<file path="src/rtl/mac_pkg.sv">
// Shared defaults and pipeline timing constants for the dot-product MAC controller.
package mac_pkg;

   localparam int unsigned AW_DFLT    = 27;
   localparam int unsigned BW_DFLT    = 18;
   localparam int unsigned PW_DFLT    = 48;
   localparam int unsigned DEPTH_DFLT = 4;

   // Edges from mac_ain capture to mac_pout update in the external mac stage.
   localparam int unsigned MAC_LAT = 4;
   // Delay-line stage whose slot is presented on mac_cin.
   localparam int unsigned CIN_OFS = 3;

endpackage

</file>
<file path="src/rtl/res_fifo.sv">
// First-word-fall-through result buffer; rd_data is valid whenever rd_valid is high.
module res_fifo #(
   parameter int unsigned PW    = 48,
   parameter int unsigned DEPTH = 4
) (
   input  logic                       clk,
   input  logic                       rst,
   input  logic                       wr_en,
   input  logic [PW-1:0]              wr_data,
   input  logic                       rd_ready,
   output logic                       rd_valid,
   output logic [PW-1:0]              rd_data,
   output logic [$clog2(DEPTH+1)-1:0] count
);

   localparam int unsigned PTW = (DEPTH > 1) ? $clog2(DEPTH) : 1;
   localparam int unsigned CW  = $clog2(DEPTH + 1);

   logic [PW-1:0]  mem_q [DEPTH];
   logic [PW-1:0]  mem_d [DEPTH];
   logic [PTW-1:0] wr_ptr_q, wr_ptr_d;
   logic [PTW-1:0] rd_ptr_q, rd_ptr_d;
   logic [CW-1:0]  count_q, count_d;
   logic           valid_q, valid_d;
   logic           push, pop;

   function automatic logic [PTW-1:0] ptr_next(input logic [PTW-1:0] p);
      return (p == PTW'(DEPTH - 1)) ? '0 : p + PTW'(1);
   endfunction

   always_comb begin
      mem_d    = mem_q;
      wr_ptr_d = wr_ptr_q;
      rd_ptr_d = rd_ptr_q;
      count_d  = count_q;
      pop      = valid_q && rd_ready;
      // A write into a full buffer is only taken when a pop frees a slot on the same edge.
      push     = wr_en && ((count_q < CW'(DEPTH)) || pop);

      if (push) begin
         mem_d[wr_ptr_q] = wr_data;
         wr_ptr_d        = ptr_next(wr_ptr_q);
      end
      if (pop) begin
         rd_ptr_d = ptr_next(rd_ptr_q);
      end

      unique case ({push, pop})
         2'b10:   count_d = count_q + CW'(1);
         2'b01:   count_d = count_q - CW'(1);
         default: count_d = count_q;
      endcase

      valid_d = (count_d != '0);
   end

   always_ff @(posedge clk or posedge rst) begin
      if (rst) begin
         for (int unsigned i = 0; i < DEPTH; i++) begin
            mem_q[i] <= '0;
         end
         wr_ptr_q <= '0;
         rd_ptr_q <= '0;
         count_q  <= '0;
         valid_q  <= 1'b0;
      end else begin
         mem_q    <= mem_d;
         wr_ptr_q <= wr_ptr_d;
         rd_ptr_q <= rd_ptr_d;
         count_q  <= count_d;
         valid_q  <= valid_d;
      end
   end

   assign rd_valid = valid_q;
   assign rd_data  = mem_q[rd_ptr_q];
   assign count    = count_q;

endmodule

</file>
<file path="src/rtl/mac_dot_ctrl.sv">
// Streams signed operand pairs into an external pipelined MAC and collects one
// wrapped dot-product per vector into a small result buffer.
module mac_dot_ctrl
   import mac_pkg::*;
#(
   parameter int unsigned AW    = AW_DFLT,
   parameter int unsigned BW    = BW_DFLT,
   parameter int unsigned PW    = PW_DFLT,
   parameter int unsigned DEPTH = DEPTH_DFLT
) (
   input  logic          clk,
   input  logic          rst,
   input  logic          s_valid,
   output logic          s_ready,
   input  logic [AW-1:0] s_a,
   input  logic [BW-1:0] s_b,
   input  logic          s_last,
   output logic [AW-1:0] mac_ain,
   output logic [BW-1:0] mac_bin,
   output logic [PW-1:0] mac_cin,
   input  logic [PW-1:0] mac_pout,
   output logic          m_valid,
   input  logic          m_ready,
   output logic [PW-1:0] m_data
);

   localparam int unsigned NSTG = MAC_LAT + 1;
   localparam int unsigned IFW  = $clog2(NSTG + 1);
   localparam int unsigned CW   = $clog2(DEPTH + 1);

   logic                accept;
   logic                wr_en;
   logic [CW-1:0]       fifo_count;

   logic [AW-1:0]       ain_q, ain_d;
   logic [BW-1:0]       b_dly_q, b_dly_d;
   logic [BW-1:0]       bin_q, bin_d;
   logic [CIN_OFS:0]    first_sr_q, first_sr_d;
   logic [MAC_LAT:0]    last_sr_q, last_sr_d;
   logic                first_q, first_d;
   logic [IFW-1:0]      inflight_q, inflight_d;

   // Admission counts both queued results and lasts still travelling the pipe.
   always_comb begin
      s_ready = (32'(inflight_q) + 32'(fifo_count)) < DEPTH;
      accept  = s_valid && s_ready;
   end

   always_comb begin
      ain_d      = accept ? s_a : '0;
      b_dly_d    = accept ? s_b : '0;
      bin_d      = b_dly_q;
      first_sr_d = {first_sr_q[CIN_OFS-1:0], accept && first_q};
      last_sr_d  = {last_sr_q[MAC_LAT-1:0], accept && s_last};
      first_d    = accept ? s_last : first_q;
      wr_en      = last_sr_q[MAC_LAT];
      inflight_d = inflight_q + IFW'(accept && s_last) - IFW'(wr_en);
   end

   // Bubbles carry the running sum forward; only a first beat restarts it.
   always_comb begin
      mac_cin = first_sr_q[CIN_OFS] ? '0 : mac_pout;
   end

   always_ff @(posedge clk or posedge rst) begin
      if (rst) begin
         ain_q      <= '0;
         b_dly_q    <= '0;
         bin_q      <= '0;
         first_sr_q <= '0;
         last_sr_q  <= '0;
         first_q    <= 1'b1;
         inflight_q <= '0;
      end else begin
         ain_q      <= ain_d;
         b_dly_q    <= b_dly_d;
         bin_q      <= bin_d;
         first_sr_q <= first_sr_d;
         last_sr_q  <= last_sr_d;
         first_q    <= first_d;
         inflight_q <= inflight_d;
      end
   end

   assign mac_ain = ain_q;
   assign mac_bin = bin_q;

   res_fifo #(
      .PW    (PW),
      .DEPTH (DEPTH)
   ) u_res_fifo (
      .clk      (clk),
      .rst      (rst),
      .wr_en    (wr_en),
      .wr_data  (mac_pout),
      .rd_ready (m_ready),
      .rd_valid (m_valid),
      .rd_data  (m_data),
      .count    (fifo_count)
   );

endmodule

</file>
<file path="config.mk">
export PLATFORM = sky130hd
export DESIGN_NAME = mac_dot_ctrl
export DESIGN_NICKNAME = d
export VERILOG_FILES = /design/src/rtl/mac_pkg.sv /design/src/rtl/res_fifo.sv /design/src/rtl/mac_dot_ctrl.sv
export SDC_FILE = /design/constraint.sdc
export NUM_CORES = 1
export LEC_CHECK = 0
export BUFFER_PORTS_ARGS = -buffer_cell sky130_fd_sc_hd__buf_4
export CAP_MARGIN = 25
export CORE_ASPECT_RATIO = 1.1
export CORE_MARGIN = 4
export CORE_UTILIZATION = 47
export DETAILED_ROUTE_END_ITERATION = 16
export GPL_ROUTABILITY_DRIVEN = 1
export PLACE_DENSITY = 0.77
export SLEW_MARGIN = 20
export SYNTH_ARGS = -nofsm -noshare
export SYNTH_HDL_FRONTEND = slang
export SYNTH_SLANG_ARGS = --single-unit
</file>
<file path="constraint.sdc">
create_clock -name clk -period 12.2 [get_ports clk]
set_input_delay 3.66 -clock clk [delete_from_list [all_inputs] [get_ports clk]]
set_output_delay 3.66 -clock clk [all_outputs]
set_load 0.02 [all_outputs]
</file>
======== Word-level counts from Yosys, hierarchy flattened ========
Cells that the tools add are included.
operators by class
  $mul .................................... 0
  div/mod/pow operators ................... 0
  equal/unequal tests ..................... 4
  bitwise operators ....................... 2
  shifts and indexed selects .............. 0
  add/sub/neg operators ................... 7
  $lt $le $gt $ge ......................... 5
  reductions and logical operators ........ 8
  muxes and demuxes ....................... 12
operators with widths
  cell                                                         count
  bitwise mux 192 bit                                          1
  2-to-1 mux 48 bit                                            4
  binary-select mux 48 bit (select 2 bit)                      1
  demux 48 bit (select 2 bit)                                  1
  2-to-1 mux 27 bit                                            1
  2-to-1 mux 18 bit                                            1
  equality test 2 bit (second input constant)                  3
  greater-or-equal comparator 3 bit (second input constant)    2
  logical AND 1 bit                                            6
  inverter 2 -> 3 bit                                          2
  one-hot mux 3 bit (2 select lines)                           1
  adder 2 x 1 -> 2 bit (second input constant)                 2
  adder 3 x 3 -> 4 bit                                         1
  less-than comparator 4 x 3 -> 1 bit (second input constant)  1
  2-to-1 mux 2 bit                                             2
  adder 3 x 1 -> 3 bit                                         1
  adder 3 x 1 -> 3 bit (second input constant)                 1
  less-than comparator 3 x 1 -> 1 bit (second input constant)  1
  less-than comparator 3 bit (second input constant)           1
  nonzero test 3 bit                                           1
  subtractor 3 x 1 -> 3 bit                                    1
  subtractor 3 x 1 -> 3 bit (second input constant)            1
  equality test 2 x 1 -> 1 bit (second input constant)         1
  logical OR 1 bit                                             1
word-level totals
  bits in latches ......................... 0
  logic and storage cells ................. 53
  register bits ........................... 276
  memory bits (read-only) ................. 0
  output and inout port bits .............. 143
  bits of input ports ..................... 98
  memories kept ........................... 0
  memory bits (writable) .................. 0

======== Logic depth before layout (Yosys ltp) ========
  word-level depth ........................ 6
  mapped depth ............................ 8
  mapped depth without buffers ............ 8

======== Cells and area by module ========
From an unflattened synthesis, not the netlist that was laid out.
second synthesis, totals
  cell total of the unflattened synthesis .. 705
  area, all modules ....................... 11463.5 um^2
by module, submodules not included
  module        area each (um^2)  sequential area each (um^2)  instances  cells an instance
  res_fifo      8740.9            5004.8                       1          507
  mac_dot_ctrl  2722.6            1903.1                       1          198

======== Least setup slack after synthesis ========
Ideal clock, no wire load.
  path kind ............................... input to output
  from .................................... input mac_pout[0]
  to ...................................... output mac_cin[0]
  data arrival time ....................... 3987 ps
  path slack .............................. 4553 ps
  cell stages on the path ................. 1
  required time ........................... 8540 ps
  buffers on the path ..................... 0
  cell sequence ........................... nor2b_1
on the way
  word-level cells in the longest chain between the ends .. 1
ends and longest elaborated chain
  what               RTL line            text
  from (decl)        mac_dot_ctrl.sv:21  input logic [PW-1:0] mac_pout,
  2-to-1 mux 48 bit  mac_dot_ctrl.sv:62  mac_cin = first_sr_q[CIN_OFS] ? '0 : mac_pout;
  to (decl)          mac_dot_ctrl.sv:20  output logic [PW-1:0] mac_cin,
No other way between the ends.

======== Worst setup path in the final report ========
  from .................................... input mac_pout[23]
  to ...................................... output mac_cin[23]
The elaborated chain is that of the path after synthesis.

==> key figures <==
Route
  – Total routed wirelength: 23,400 µm
  – Overall via count from detail_route: 6,571
  – Remaining antenna violation count: 0
  – Vias per std cell: 5.17
  – Initial DRC count: 281
  – Remaining design rule violation count: 0
  – Number of search-and-repair iterations in the first detailed-routing pass: 4
  – Routed WL per cell: around 18 µm

Yosys
  – Combined area of all synthesized cells: around 11,000 µm²
  – Seq/Total Area, Yosys: between 60% and 70%
  – Ys Warns: 0
  – Synthesized flop and latch total: between 200 and 300
  – Fraction of the mapped netlist area in simple logic gates: slightly above 6%
  – Dominant combinational cell family by area after synthesis: multiplexers
  – Cell count after synthesis: about 700
  – Number of nets produced by synthesis: just over 800
  – Async SR Flop Fraction: 100%
  – Share of cell area taken by muxes after synthesis: 28.9%
  – Most used flip-flop cell after synthesis: sky130_fd_sc_hd__dfrtp_1
  – Xor and xnor fraction of the mapped netlist area: 0.307%
  – Adder and majority cell fraction of the synthesized area: 1.45%
  – Area fraction in compound gates after synthesis: 0.208%
  – Cell variety after synth: 29
  – Number of synthesized flops with an enable pin: 0
  – Average size of a mapped cell: 16.2 µm²

STA
  – TNS Setup: 0 ps
  – Fraction of the cycle the final worst path needs: 64.0%
  – Total of endpoints with negative setup slack in the final report: 0
  – Slew Viols, Final: 0
  – Hold Fails Final Rpt: 0
  – FMAX: ~130 MHz
  – Worst-case setup margin in the final layout: 4400 ps
  – Post-route clock skew: ~13 ps
  – Max transition margin: 44.8%
  – Shortest clock period the worst path allows after layout: 7800 ps
  – Worst slew pin tran: ~830 ps
  – Unrepaired setup endpoints after global routing: no

Global routing
  – Overflow left after global routing: 0
  – Via count of the first global-routing pass: 7,139
  – First-pass GRT wire length: 37,700 µm
  – Tot GR Track Use: between 10% and 20%
  – Pin count of the biggest net entering global routing: 149
  – Number of antenna violations at the first check in global routing: 0

Clock network
  – Clock tree from TritonCTS: yes
  – Htree depth: 1
  – Hold_buf cts: 0
  – Total clock buffers created by CTS: 28
  – Clock Path Buffers: 3
  – Clk root buf: sky130_fd_sc_hd__clkbuf_16
  – Clock slew seen by the registers of the worst setup and hold paths: 60 ps
  – Post-CTS resize count: 0
  – Clock sinks: about 280
  – Clock latency on the worst-skew pair: around 530 ps
  – Post-CTS Setup Bufs: 0

Place
  – Placer congestion estimate: a little over 0.7
  – Count of input and output buffers: 240
  – Total cell area at the placement stage: 13,500 µm²
  – DP Worst Slack: between 4000 and 5000 ps
  – Detail Placement HPWL: 14,900 µm

Finish
  – Area overhead of the layout relative to synthesis: 27.1%
  – Proportion of layout cells with a drive suffix above 1: 57.1%
  – Ant. Diodes: 0
  – Most common library cell in the layout ignoring fill and taps: sky130_fd_sc_hd__dfrtp_1
  – # nets final: between 1,000 and 1,500
  – Most used cells in the layout excluding fill and tap cells: sky130_fd_sc_hd__dfrtp_1 (272), sky130_fd_sc_hd__buf_4 (248), sky130_fd_sc_hd__mux2_2 (196), sky130_fd_sc_hd__mux4_2 (48), sky130_fd_sc_hd__nor2b_1 (48)
  – Fill cell total of the finished layout: 1,834
  – Total non-filler cell area in the finished layout: roughly 15,000 µm²

Worst setup path
  – Arrival @ worst endpoint: 4140 ps
  – Critical path class: in2out
  – Startpoint of the worst setup timing path: mac_pout[23]
  – Critical Path End Type: primary output
  – Nature of the critical path startpoint: primary input
  – R2R Path Start: u_res_fifo.rd_valid
  – Highest net fanout along the worst path: 5
  – Required time of the worst setup path: about 8500 ps

Pwr
  – Total power per unit cell area: between 200 and 300 nW/µm²
  – IR drop worst, VDD: 0.142 mV
  – Static power due to leakage: ~6.6 nW

Worst hold path
  – Class of the worst hold path: reg2reg
  – HP Start: first_sr_q[0]

Die
  – Number of top-level pins: around 240
  – CORE AREA: 23,800 µm²
  – Floorplan die height: around 170 µm
  – Die Outline Area: 26,900 µm²
  – Die X: 157 µm
  – Placement row count: 59
  – Starting utilization of the core area: around 48%

Job
  – Count of maximum capacitance violations: 0

Run status
  – Outcome: complete, no violations
[cell usage after synthesis (all sizes together) (2+ instances only)]
cell,number,area share (%)
clkbuf,10,0.35
inv,11,0.36
nor4,2,0.16
fa,2,0.35
dfrtp,275,60
nor2,5,0.16
ha,10,1.1
mux2,196,19
and2,47,2.6
nor2b,48,2.6
buf,31,1.9
nand2,6,0.20
xor2,2,0.15
xnor2,2,0.15
nand2b,2,0.11
mux4,48,9.5
[flip-flops by register name, indices dropped and copies added (netlist names)]
signal	count
u_res_fifo.rd_valid	1
u_res_fifo.count	3
u_res_fifo.wr_ptr_q	2
b_dly_q	18
mac_ain	27
u_res_fifo.mem_q	192
last_sr_q	5
u_res_fifo.rd_ptr_q	2
mac_bin	18
first_q	1
inflight_q	3
first_sr_q	4
[cells by family after synthesis]
kind of cell               count (synthesis)
xor gates and xnor gates                   4
AOI/OAI and AO/OA                          3
and+or+nand+nor                          114
buffers and inverters                     52
muxes                                    245
adders and majority gates                 12
DFF                                      276
[power by group]
group	leakage, nW	total (mW)	switching, mW	internal (mW)
Combinational	2.73	1.68	0.774	0.909
Clock	0.493	0.902	0.341	0.560
Sequential	3.36	1.55	0.217	1.33
Total	6.58	4.13	1.33	2.80
[metal layers]
metal | up-vias | routed length, µm | GRT usage [%]
met1 | 3393 | 9440 | 22.6
met5 | - | 0 | 0
met3 | 31 | 2080 | 5.69
met4 | 0 | 358 | 3.66
met2 | 193 | 11500 | 29.4
li1 | 2954 | - | -
[final cells by class]
type	count	area [µm²]	area share [%]
inverters	11	53.8	0.370
repair buffers	250	1920	13.2
well taps	305	382	2.63
clock buffers	40	837	5.76
flip-flops and latches	276	6910	47.6
multi-input cells	378	4260	29.3
clock inverters	11	161	1.11
[path summary, 6_finish.rpt]
kind                                         end  slack (ps)  cells past startpoint
setup / recovery                     mac_cin[23]        4400                      3
hold / removal                     first_sr_q[1]         350                      0
setup reg to reg             u_res_fifo.rd_valid        9470                      8
hold reg to reg                    first_sr_q[1]         350                      0
max in group asynchronous  u_res_fifo.mem_q[143]        7610                      3
min in group asynchronous  u_res_fifo.mem_q[140]        3260                      2
[critical path, cell delays in order]
cell and delay (ps):
sky130_fd_sc_hd__buf_4 110, sky130_fd_sc_hd__nor2b_1 200, sky130_fd_sc_hd__buf_4 180
[per-stage QoR]
stage | total power, mW | util, % | instances | hold slack, ps
finish | 4.13 | 61.1 | 1271 | 346
global route | 4.39 | 61.1 | 1271 | 351
CTS | 4.20 | 61.0 | 1270 | 343
detailed placement | 3.28 | 56.8 | 1219 | 335
global placement | 3.21 | 56.6 | 1218 | 331
floorplan | 2.65 | - | 706 | 331
No activity file was read; power rests on OpenSTA's default activity.
